$ cat src/rtl/fetch_pkg.sv
// Shared types and constants for the instruction fetch queue and its FIFO.
package fetch_pkg;

    localparam int unsigned INSTR_W = 32;
    localparam int unsigned PC_W    = 32;

    localparam logic [INSTR_W-1:0] NOP_INSTR = 32'h0000_0013;
    localparam logic [PC_W-1:0]    PC_STEP   = 32'd4;

    typedef enum logic [1:0] {
        S_BOOT,
        S_RUN,
        S_HALT
    } fetch_state_e;

    typedef struct packed {
        logic [INSTR_W-1:0] instr;
        logic [PC_W-1:0]    pc;
    } fetch_entry_t;

    function automatic logic [PC_W-1:0] word_align(input logic [PC_W-1:0] pc);
        return pc & ~PC_W'(3);
    endfunction

endpackage

$ cat src/rtl/fetch_fifo.sv
// Circular buffer of fetched {instr, pc} entries with a registered head that holds
// its last value while the buffer is empty.
module fetch_fifo
    import fetch_pkg::*;
#(
    parameter int unsigned DEPTH = 4,
    parameter int unsigned CNT_W = $clog2(DEPTH) + 1
) (
    input  logic             clk_i,
    input  logic             rst_ni,
    input  logic             clear_i,
    input  logic             push_i,
    input  fetch_entry_t     wdata_i,
    input  logic             pop_i,
    output fetch_entry_t     head_o,
    output logic [CNT_W-1:0] count_o
);

    localparam int unsigned PTR_W = $clog2(DEPTH);

    fetch_entry_t     r_mem [DEPTH];
    fetch_entry_t     r_head;
    logic [PTR_W-1:0] r_wr_ptr;
    logic [PTR_W-1:0] r_rd_ptr;
    logic [CNT_W-1:0] r_count;

    logic             w_push;
    logic             w_pop;
    logic [PTR_W-1:0] w_rd_ptr_nxt;

    assign w_push       = push_i && !clear_i;
    assign w_pop        = pop_i && !clear_i && (r_count != '0);
    assign w_rd_ptr_nxt = r_rd_ptr + PTR_W'(1);

    // NOTE: storage is never read before it is written, so it carries no reset.
    always_ff @(posedge clk_i) begin
        if (w_push) begin
            r_mem[r_wr_ptr] <= wdata_i;
        end
    end

    // NOTE: all state updates use <= so every register samples pre-edge values.
    always_ff @(posedge clk_i or negedge rst_ni) begin
        if (!rst_ni) begin
            r_wr_ptr <= '0;
            r_rd_ptr <= '0;
            r_count  <= '0;
        end else if (clear_i) begin
            r_wr_ptr <= '0;
            r_rd_ptr <= '0;
            r_count  <= '0;
        end else begin
            if (w_push) begin
                r_wr_ptr <= r_wr_ptr + PTR_W'(1);
            end
            if (w_pop) begin
                r_rd_ptr <= w_rd_ptr_nxt;
            end
            r_count <= r_count + CNT_W'(w_push) - CNT_W'(w_pop);
        end
    end

    // Head follows the entry that will be at the front after this edge; held when empty.
    always_ff @(posedge clk_i or negedge rst_ni) begin
        if (!rst_ni) begin
            r_head <= '0;
        end else if (w_push && ((r_count == '0) || (w_pop && (r_count == CNT_W'(1))))) begin
            r_head <= wdata_i;
        end else if (w_pop && (r_count > CNT_W'(1))) begin
            r_head <= r_mem[w_rd_ptr_nxt];
        end
    end

    assign head_o  = r_head;
    assign count_o = r_count;

endmodule

$ cat src/rtl/instr_fetch_queue.sv
// Fetch stage: issues word fetches to imem, queues {instr, pc} for decode, flushes on redirect.
// Defining FETCH_STATS_EN adds the fetch_cnt_o / flush_cnt_o statistics counters.
module instr_fetch_queue
    import fetch_pkg::*;
#(
    parameter int unsigned           DATA_WIDTH = INSTR_W,
    parameter int unsigned           ADDR_WIDTH = PC_W,
    parameter int unsigned           DEPTH      = 4,
    parameter logic [ADDR_WIDTH-1:0] RESET_PC   = '0
) (
    input  logic                  clk_i,
    input  logic                  rst_ni,
    output logic                  imem_req_o,
    output logic [ADDR_WIDTH-1:0] imem_addr_o,
    input  logic                  imem_gnt_i,
    input  logic [DATA_WIDTH-1:0] imem_rdata_i,
    output logic                  instr_valid_o,
    input  logic                  instr_ready_i,
    output logic [DATA_WIDTH-1:0] instr_o,
    output logic [ADDR_WIDTH-1:0] pc_o,
    output logic [ADDR_WIDTH-1:0] pc_plus4_o,
    input  logic                  redirect_i,
    input  logic [ADDR_WIDTH-1:0] redirect_pc_i,
    input  logic                  halt_i
`ifdef FETCH_STATS_EN
    ,
    output logic [31:0]           fetch_cnt_o,
    output logic [31:0]           flush_cnt_o
`endif
);

    localparam int unsigned CNT_W  = $clog2(DEPTH) + 1;
    localparam int unsigned CRED_W = CNT_W + 1;

    fetch_state_e          r_state;
    fetch_state_e          w_state_next;
    logic [ADDR_WIDTH-1:0] r_fetch_pc;
    logic [ADDR_WIDTH-1:0] r_inflight_pc;
    logic                  r_inflight;

    logic                  w_req;
    logic                  w_accept;
    logic                  w_push;
    logic                  w_pop;
    logic [CNT_W-1:0]      w_count;
    logic [CRED_W-1:0]     w_credit;
    fetch_entry_t          w_wdata;
    fetch_entry_t          w_head;

    // Credit counts the outstanding response but not a same-cycle pop.
    assign w_credit = {1'b0, w_count} + CRED_W'(r_inflight);

    always_ff @(posedge clk_i or negedge rst_ni) begin
        if (!rst_ni) begin
            r_state <= S_BOOT;
        end else begin
            r_state <= w_state_next;
        end
    end

    // NOTE: defaults first, so no path leaves an output unassigned and no latch is inferred.
    always_comb begin
        w_state_next = r_state;
        w_req        = 1'b0;
        unique case (r_state)
            S_BOOT: w_state_next = S_RUN;
            S_RUN: begin
                w_req = !redirect_i && (w_credit < CRED_W'(DEPTH));
                if (halt_i) begin
                    w_state_next = S_HALT;
                end
            end
            S_HALT: begin
                if (redirect_i && !halt_i) begin
                    w_state_next = S_RUN;
                end
            end
            default: w_state_next = S_BOOT;
        endcase
    end

    assign w_accept = w_req && imem_gnt_i;

    always_ff @(posedge clk_i or negedge rst_ni) begin
        if (!rst_ni) begin
            r_fetch_pc    <= RESET_PC;
            r_inflight    <= 1'b0;
            r_inflight_pc <= '0;
        end else begin
            if (redirect_i) begin
                r_fetch_pc <= word_align(redirect_pc_i);
            end else if (w_accept) begin
                r_fetch_pc <= r_fetch_pc + ADDR_WIDTH'(PC_STEP);
            end
            r_inflight <= w_accept;
            if (w_accept) begin
                r_inflight_pc <= r_fetch_pc;
            end
        end
    end

    // A redirect discards both the queue and the response arriving this cycle.
    assign w_push  = r_inflight && !redirect_i;
    assign w_pop   = instr_valid_o && instr_ready_i && !redirect_i;
    assign w_wdata = '{instr: imem_rdata_i, pc: r_inflight_pc};

    fetch_fifo #(
        .DEPTH (DEPTH),
        .CNT_W (CNT_W)
    ) u_fifo (
        .clk_i   (clk_i),
        .rst_ni  (rst_ni),
        .clear_i (redirect_i),
        .push_i  (w_push),
        .wdata_i (w_wdata),
        .pop_i   (w_pop),
        .head_o  (w_head),
        .count_o (w_count)
    );

    assign imem_req_o    = w_req;
    assign imem_addr_o   = r_fetch_pc;
    assign instr_valid_o = (w_count != '0);
    assign instr_o       = w_head.instr;
    assign pc_o          = w_head.pc;
    assign pc_plus4_o    = w_head.pc + ADDR_WIDTH'(PC_STEP);

`ifdef FETCH_STATS_EN
    logic [31:0] r_fetch_cnt;
    logic [31:0] r_flush_cnt;

    always_ff @(posedge clk_i or negedge rst_ni) begin
        if (!rst_ni) begin
            r_fetch_cnt <= '0;
            r_flush_cnt <= '0;
        end else begin
            if (w_pop) begin
                r_fetch_cnt <= r_fetch_cnt + 32'd1;
            end
            if (redirect_i) begin
                r_flush_cnt <= r_flush_cnt + 32'(w_count) + 32'(r_inflight);
            end
        end
    end

    assign fetch_cnt_o = r_fetch_cnt;
    assign flush_cnt_o = r_flush_cnt;
`endif

endmodule
$ cat config.mk
export PLATFORM = sky130hd
export DESIGN_NAME = instr_fetch_queue
export DESIGN_NICKNAME = d
export VERILOG_FILES = /design/src/rtl/fetch_pkg.sv /design/src/rtl/fetch_fifo.sv /design/src/rtl/instr_fetch_queue.sv
export SDC_FILE = /design/constraint.sdc
export NUM_CORES = 1
export LEC_CHECK = 0
export CORE_ASPECT_RATIO = 0.6
export CORE_MARGIN = 2
export CORE_UTILIZATION = 40
export CTS_CLUSTER_DIAMETER = 40
export DETAILED_ROUTE_END_ITERATION = 6
export PLACE_DENSITY = 0.67
export SLEW_MARGIN = 20
export SYNTH_ARGS = -nofsm -noshare
export SYNTH_HDL_FRONTEND = slang
export SYNTH_SLANG_ARGS = --single-unit
$ cat constraint.sdc
create_clock -name clk_i -period 6.66 [get_ports clk_i]
set_input_delay 1.332 -clock clk_i [delete_from_list [all_inputs] [get_ports clk_i]]
set_output_delay 1.332 -clock clk_i [all_outputs]
set_load 0.01 [all_outputs]
==> results.tsv, run 1 <==
metric	value	unit
port_buffers	191	
slew_headroom	30.1	%
final_common_cell	edfxtp_1	
ant_nets	0	
first_pass_iters	5	
status	finished, final reports clean	
viasPerCell	5.33	
grt_pass1_vias	9506	
clkPwrFrac	30.6	%
setup_viol	0	
synth_cell_types	59	
seq_area	10800	µm²
synth_edf_count	248	
r2r_cells	6	
cts_buffers	41	
critPathLaunchType	flip-flop	
finalHoldViolCount	0	
final_layout_size_suffix_gt1_share	13.5	%
reg2reg_from	u_fifo.count_o[1]$_DFF_PN0_	
die_h	158	µm
ios	200	
hpwl	22.1	mm
dp_cells	1712	
grt_setup_unrepaired	no	
cts_hold_buf	0	
fin_total_pwr	0.00738	W
synthesis.instances	1045	
nets	1315	
max_cap_violations	0	
gp_congestion	0.814	
pwr-share-seq	47.2	%
reg2reg_slack	3.46	ns
cts_tree	yes	
num_rows	56	
post-cts-setup-buffers	0	
yosysWarnings	0	
ys_async_sr_fraction	34.7	%
syn_area	15700	µm²
period_share	69.7	%
die_width	260	µm
start_util	40.5	%
stdcell_count	1787	
finalCriticalPeriod	4.65	ns
fin_skew	0.0190	ns
finalSetupTns	0	ns
grt_usage	18.3	%
max_freq	215	MHz
power_density	380	nW/µm²
vdd_drop_max	0.000165	V
drt_iter0_drc	720	
final.fill_count	3252	
core_area	38900	µm²
h-tree-depth	2	
ys_seq_area_share	68.3	%
cts_resized	0	
p_leak	6.90	nW
overflow	0	
via_count	9521	
crit_start	u_fifo.head_o[16]$_DFFE_PN0P_	
switchingPower	0.00220	W
drt_wl_total	37.2	mm
p_sw_share	29.8	%
p_comb_share	22.3	%
routedWlPerCell	20.8	µm
drc	0	
clock_path_buffers	3	
clock-sinks	380	
cp_max_fo	6	
grt_pass1_wl	57.1	mm
die_area	41000	µm²
cp.arrival	3.31	ns
multi_input_comb_area	4660	µm²
grt_max_degree	75	
syn_to_final_growth	23.6	%
antenna_found_initial	0	
synth-main-ff-cell	edfxtp_1	
worst_setup_path_end_kind	output port	
worstReg2RegEnd	r_inflight_pc[24]$_DFFE_PN0P_	
diodes	0	
root_buffer	clkbuf_16	
clk_latency	0.54	ns
final_cell_mix	edfxtp_1 (248), clkdlybuf4s50_1 (189), nand2_1 (174)	
drv_slew	0	
ys_ff_latch	380	
path_class	reg -> out	
crit_end	pc_plus4_o[31]	
p_int	0.00518	W
worst_ep_required_time	5.33	ns
path_clk_slew	0.06	ns
hp-class	reg -> reg	
syn-mean-instance-area	15.1	µm²
tightest_slew	1.05	ns
==> power groups by stage <==
stage / Clock, W / Sequential, W / Combinational, W
after floorplan: 0 / 0.00335 / 0.000853
after global placement: 0 / 0.00350 / 0.00164
after detailed placement: 0 / 0.00352 / 0.00166
after CTS: 0.00230 / 0.00348 / 0.00167
after global routing: 0.00240 / 0.00354 / 0.00179
final: 0.00226 / 0.00348 / 0.00164
==> metrics by stage <==
| stage | cell area (µm²) | hold slack, ns | utilization [%] | setup WS (ns) |
|---|---|---|---|---|
| after global routing | 19400 | 0.532 | 50.0 | 1.73 |
| final | 19400 | 0.513 | 50.0 | 2.01 |
| after CTS | 19400 | 0.519 | 50.0 | 1.84 |
| after detailed placement | 18100 | 0.505 | 46.6 | 2.35 |
| after floorplan | 15700 | 0.451 | - | 3.17 |
| after global placement | 18100 | 0.463 | 46.6 | 2.35 |
==> state kept, by name, summed over array words and instances (netlist names) <==
register         flops
u_fifo.head_o       62
u_fifo.r_rd_ptr      2
r_inflight_pc       30
imem_addr_o         30
r_inflight           1
r_state              2
u_fifo.r_mem       248
u_fifo.count_o       3
u_fifo.r_wr_ptr      2
==> synthesized netlist by cell type, types with 3 or more instances <==
master	n	share of area, %
a21oi_1	9	0.29
a22oi_1	51	2.4
and2_1	7	0.28
and3_1	7	0.28
buf_1	3	0.072
buf_2	13	0.41
buf_4	8	0.38
clkbuf_1	31	0.74
dfrtp_1	132	21
edfxtp_1	248	47
ha_1	11	0.87
inv_1	22	0.52
mux2_2	23	1.6
mux2i_1	13	0.83
mux4_2	62	8.9
nand2_1	174	4.2
nand3_1	37	1.2
nand4_1	21	0.84
nor2_1	28	0.67
nor3_1	8	0.25
o211ai_1	3	0.14
o21ai_0	22	0.70
o21ai_1	10	0.32
o311ai_0	9	0.50
o31a_1	3	0.17
or3_1	3	0.12
or4_1	5	0.24
xnor2_1	23	1.3
xor2_1	20	1.1
==> layout make-up <==
type,count,area share [%]
clock inverters,22,1.26
repair buffers,197,10.0
flip-flops and latches,380,55.3
well taps,522,3.36
multi-input cells,590,24.0
clock buffers,53,5.56
inverters,23,0.444
==> worst max-delay path, stage by stage (launching register included) <==
cell and delay (ns):
dfrtp_1 0.51, nand3_1 0.19, nor3_1 0.59, inv_1 0.21, nor3_1 0.54, xor2_1 0.19, clkdlybuf4s50_1 0.54
==> logic make-up after synthesis <==
group | share of synthesized area (%)
buf+inv | 2.30
compound gates | 5.65
xor+xnor | 2.39
mux | 11.4
flops | 68.3
simple gates | 8.87
fa+ha+maj | 1.00
other cells | 0.0238
==> worst min path at each step <==
stage | slack [ns] | startpoint | end | cells after the start
finish | 0.51 | u_fifo.head_o[45]$_DFFE_PN0P_ | u_fifo.head_o[45]$_DFFE_PN0P_ | 2
global route | 0.53 | u_fifo.head_o[45]$_DFFE_PN0P_ | u_fifo.head_o[45]$_DFFE_PN0P_ | 2
CTS | 0.52 | u_fifo.head_o[46]$_DFFE_PN0P_ | u_fifo.head_o[46]$_DFFE_PN0P_ | 2
detailed placement | 0.50 | u_fifo.head_o[46]$_DFFE_PN0P_ | u_fifo.head_o[46]$_DFFE_PN0P_ | 2
global placement | 0.46 | r_state[0]$_DFFE_PN0P_ | r_state[1]$_DFFE_PN0P_ | 1
floorplan | 0.45 | r_state[0]$_DFFE_PN0P_ | r_state[1]$_DFFE_PN0P_ | 1
==> routing by layer <==
| metal | vias to the layer above | global-route usage, % | wire length, µm |
|---|---|---|---|
| li1 | 4342 | - | - |
| met1 | 4802 | 26.9 | 17300 |
| met2 | 331 | 27.7 | 16900 |
| met3 | 46 | 3.97 | 2460 |
| met4 | 0 | 4.49 | 595 |
| met5 | - | 0 | 0 |
No activity file was read; power rests on OpenSTA's default activity.
==> inputs of run 2 (changes only) <==
PLACE_DENSITY = 0.69   (was 0.67)
clock period = 4.2 ns   (was 6.66 ns; I/O delays follow)
==> results.tsv, run 2 (synthesized netlist as in run 1, its figures left out) <==
metric	value	unit
max_cap_violations	0	
max_freq	253	MHz
multi_input_comb_area	4660	µm²
via_count	9624	
final_common_cell	edfxtp_1	
fin_skew	0.0237	ns
gp_congestion	0.836	
final_cell_mix	edfxtp_1 (248), clkdlybuf4s50_1 (189), nand2_1 (174)	
final.fill_count	3244	
cp_top_family	simple AND/OR/NAND/NOR gates	
diodes	0	
post-cts-setup-buffers	0	
clock-sinks	380	
grt_pass1_vias	9638	
overflow	0	
finalSetupTns	0	ns
critPathBufInv	1	
nets	1329	
drt_iter0_drc	785	
power_density	602	nW/µm²
start_util	40.5	%
drt_wl_total	37.8	mm
core_area	38900	µm²
clock_path_buffers	3	
viasPerCell	5.33	
clk_latency	0.55	ns
drv_slew	0	
period_share	94.3	%
critPathLaunchType	flip-flop	
slowest_stage	clkdlybuf4s50_1	
grt_setup_unrepaired	no	
worst_setup_path_end_kind	output port	
fin_total_pwr	0.0119	W
finalCriticalPeriod	3.96	ns
final_layout_size_suffix_gt1_share	15.2	%
top_register	u_fifo.r_mem	
ios	200	
ant_nets	0	
worst_ep_required_time	3.36	ns
vdd_drop_max	0.000302	V
die_h	158	µm
cts_hold_buf	0	
finalHoldViolCount	0	
root_buffer	clkbuf_16	
slew_headroom	32.3	%
h-tree-depth	2	
die_area	41000	µm²
syn_to_final_growth	25.2	%
routedWlPerCell	21.0	µm
p_leak	7.00	nW
whs	0.365	ns
setup_viol	0	
cp_max_fo	7	
slowest_delay	0.62	ns
hpwl	23.5	mm
hp-class	in -> async	
cp.arrival	3.12	ns
drc	0	
grt_usage	18.7	%
port_buffers	191	
num_rows	56	
cts_buffers	43	
grt_pass1_wl	57.8	mm
seq_area	10800	µm²
grt_max_degree	80	
cts_tree	yes	
cts_resized	0	
crit_chain	nand4_1, nor2_1, nand3_1, nor3_1, xor2_1, clkdlybuf4s50_1	
first_pass_iters	7	
path_class	reg -> out	
die_width	260	µm
status	finished, final reports clean	
antenna_found_initial	0	
tightest_slew	1.02	ns
path_clk_slew	0.06	ns
largest_reg_flops	248	
run 2: cell types whose count changed in the layout (fill, tap and decap cells not counted), moves of 2 or more:
cell / before / now
clkinv_1: 3 / 0
inv_6: 7 / 9
clkbuf_1: 11 / 7
clkbuf_16: 41 / 43
buf_4: 6 / 12
inv_8: 3 / 5
buf_12: 0 / 6
clkinvlp_4: 0 / 6
run 2: layer usage:
| metal | track usage, % | share of wire (%) |
|---|---|---|
| met1 | 27.4 | 46 |
| met2 | 28.5 | 45 |
| met3 | 3.71 | 6.9 |
| met4 | 4.87 | 2.0 |
| met5 | 0 | 0 |
run 2: power breakdown:
group | internal, W | switching (W) | total, W
logic | 0.00149 | 0.00117 | 0.00266
registers | 0.00469 | 0.000823 | 0.00551
clock network | 0.00209 | 0.00160 | 0.00369
run 2: worst paths after layout:
path | depth (start not counted) | end | start | slack [ns]
max in group asynchronous | 2 | u_fifo.head_o[32]$_DFFE_PN0P_ | rst_ni | 2.98
min in group clk_i | 1 | r_state[1]$_DFFE_PN0P_ | r_state[0]$_DFFE_PN0P_ | 0.50
hold / removal | 1 | u_fifo.head_o[39]$_DFFE_PN0P_ | rst_ni | 0.37
setup reg to reg | 8 | imem_addr_o[22]$_DFFE_PN0P_ | u_fifo.count_o[1]$_DFF_PN0_ | 1.77
hold reg to reg | 1 | r_state[1]$_DFFE_PN0P_ | r_state[0]$_DFFE_PN0P_ | 0.50
setup / recovery | 6 | pc_plus4_o[31] | u_fifo.head_o[7]$_DFFE_PN0P_ | 0.24
run 2: area by class of cell:
class                           count  area share, %
Clock inverter                     30           1.59
Tap cell                          522           3.32
Clock buffer                       50           5.60
Timing Repair Buffer              209           10.8
Sequential cell                   380           54.6
Multi-Input combinational cell    590           23.7
Inverter                           23          0.438
run 2: per-stage QoR:
stage               setup WS, ns  std cells  cell area [µm²]  util [%]
detailed placement         0.849       1724            18300      47.0
CTS                        0.251       1804            19700      50.6
floorplan                   1.20       1050            15700         -
finish                     0.241       1804            19700      50.6
global placement           0.857       1724            18300      47.0
global route              0.0440       1804            19700      50.6
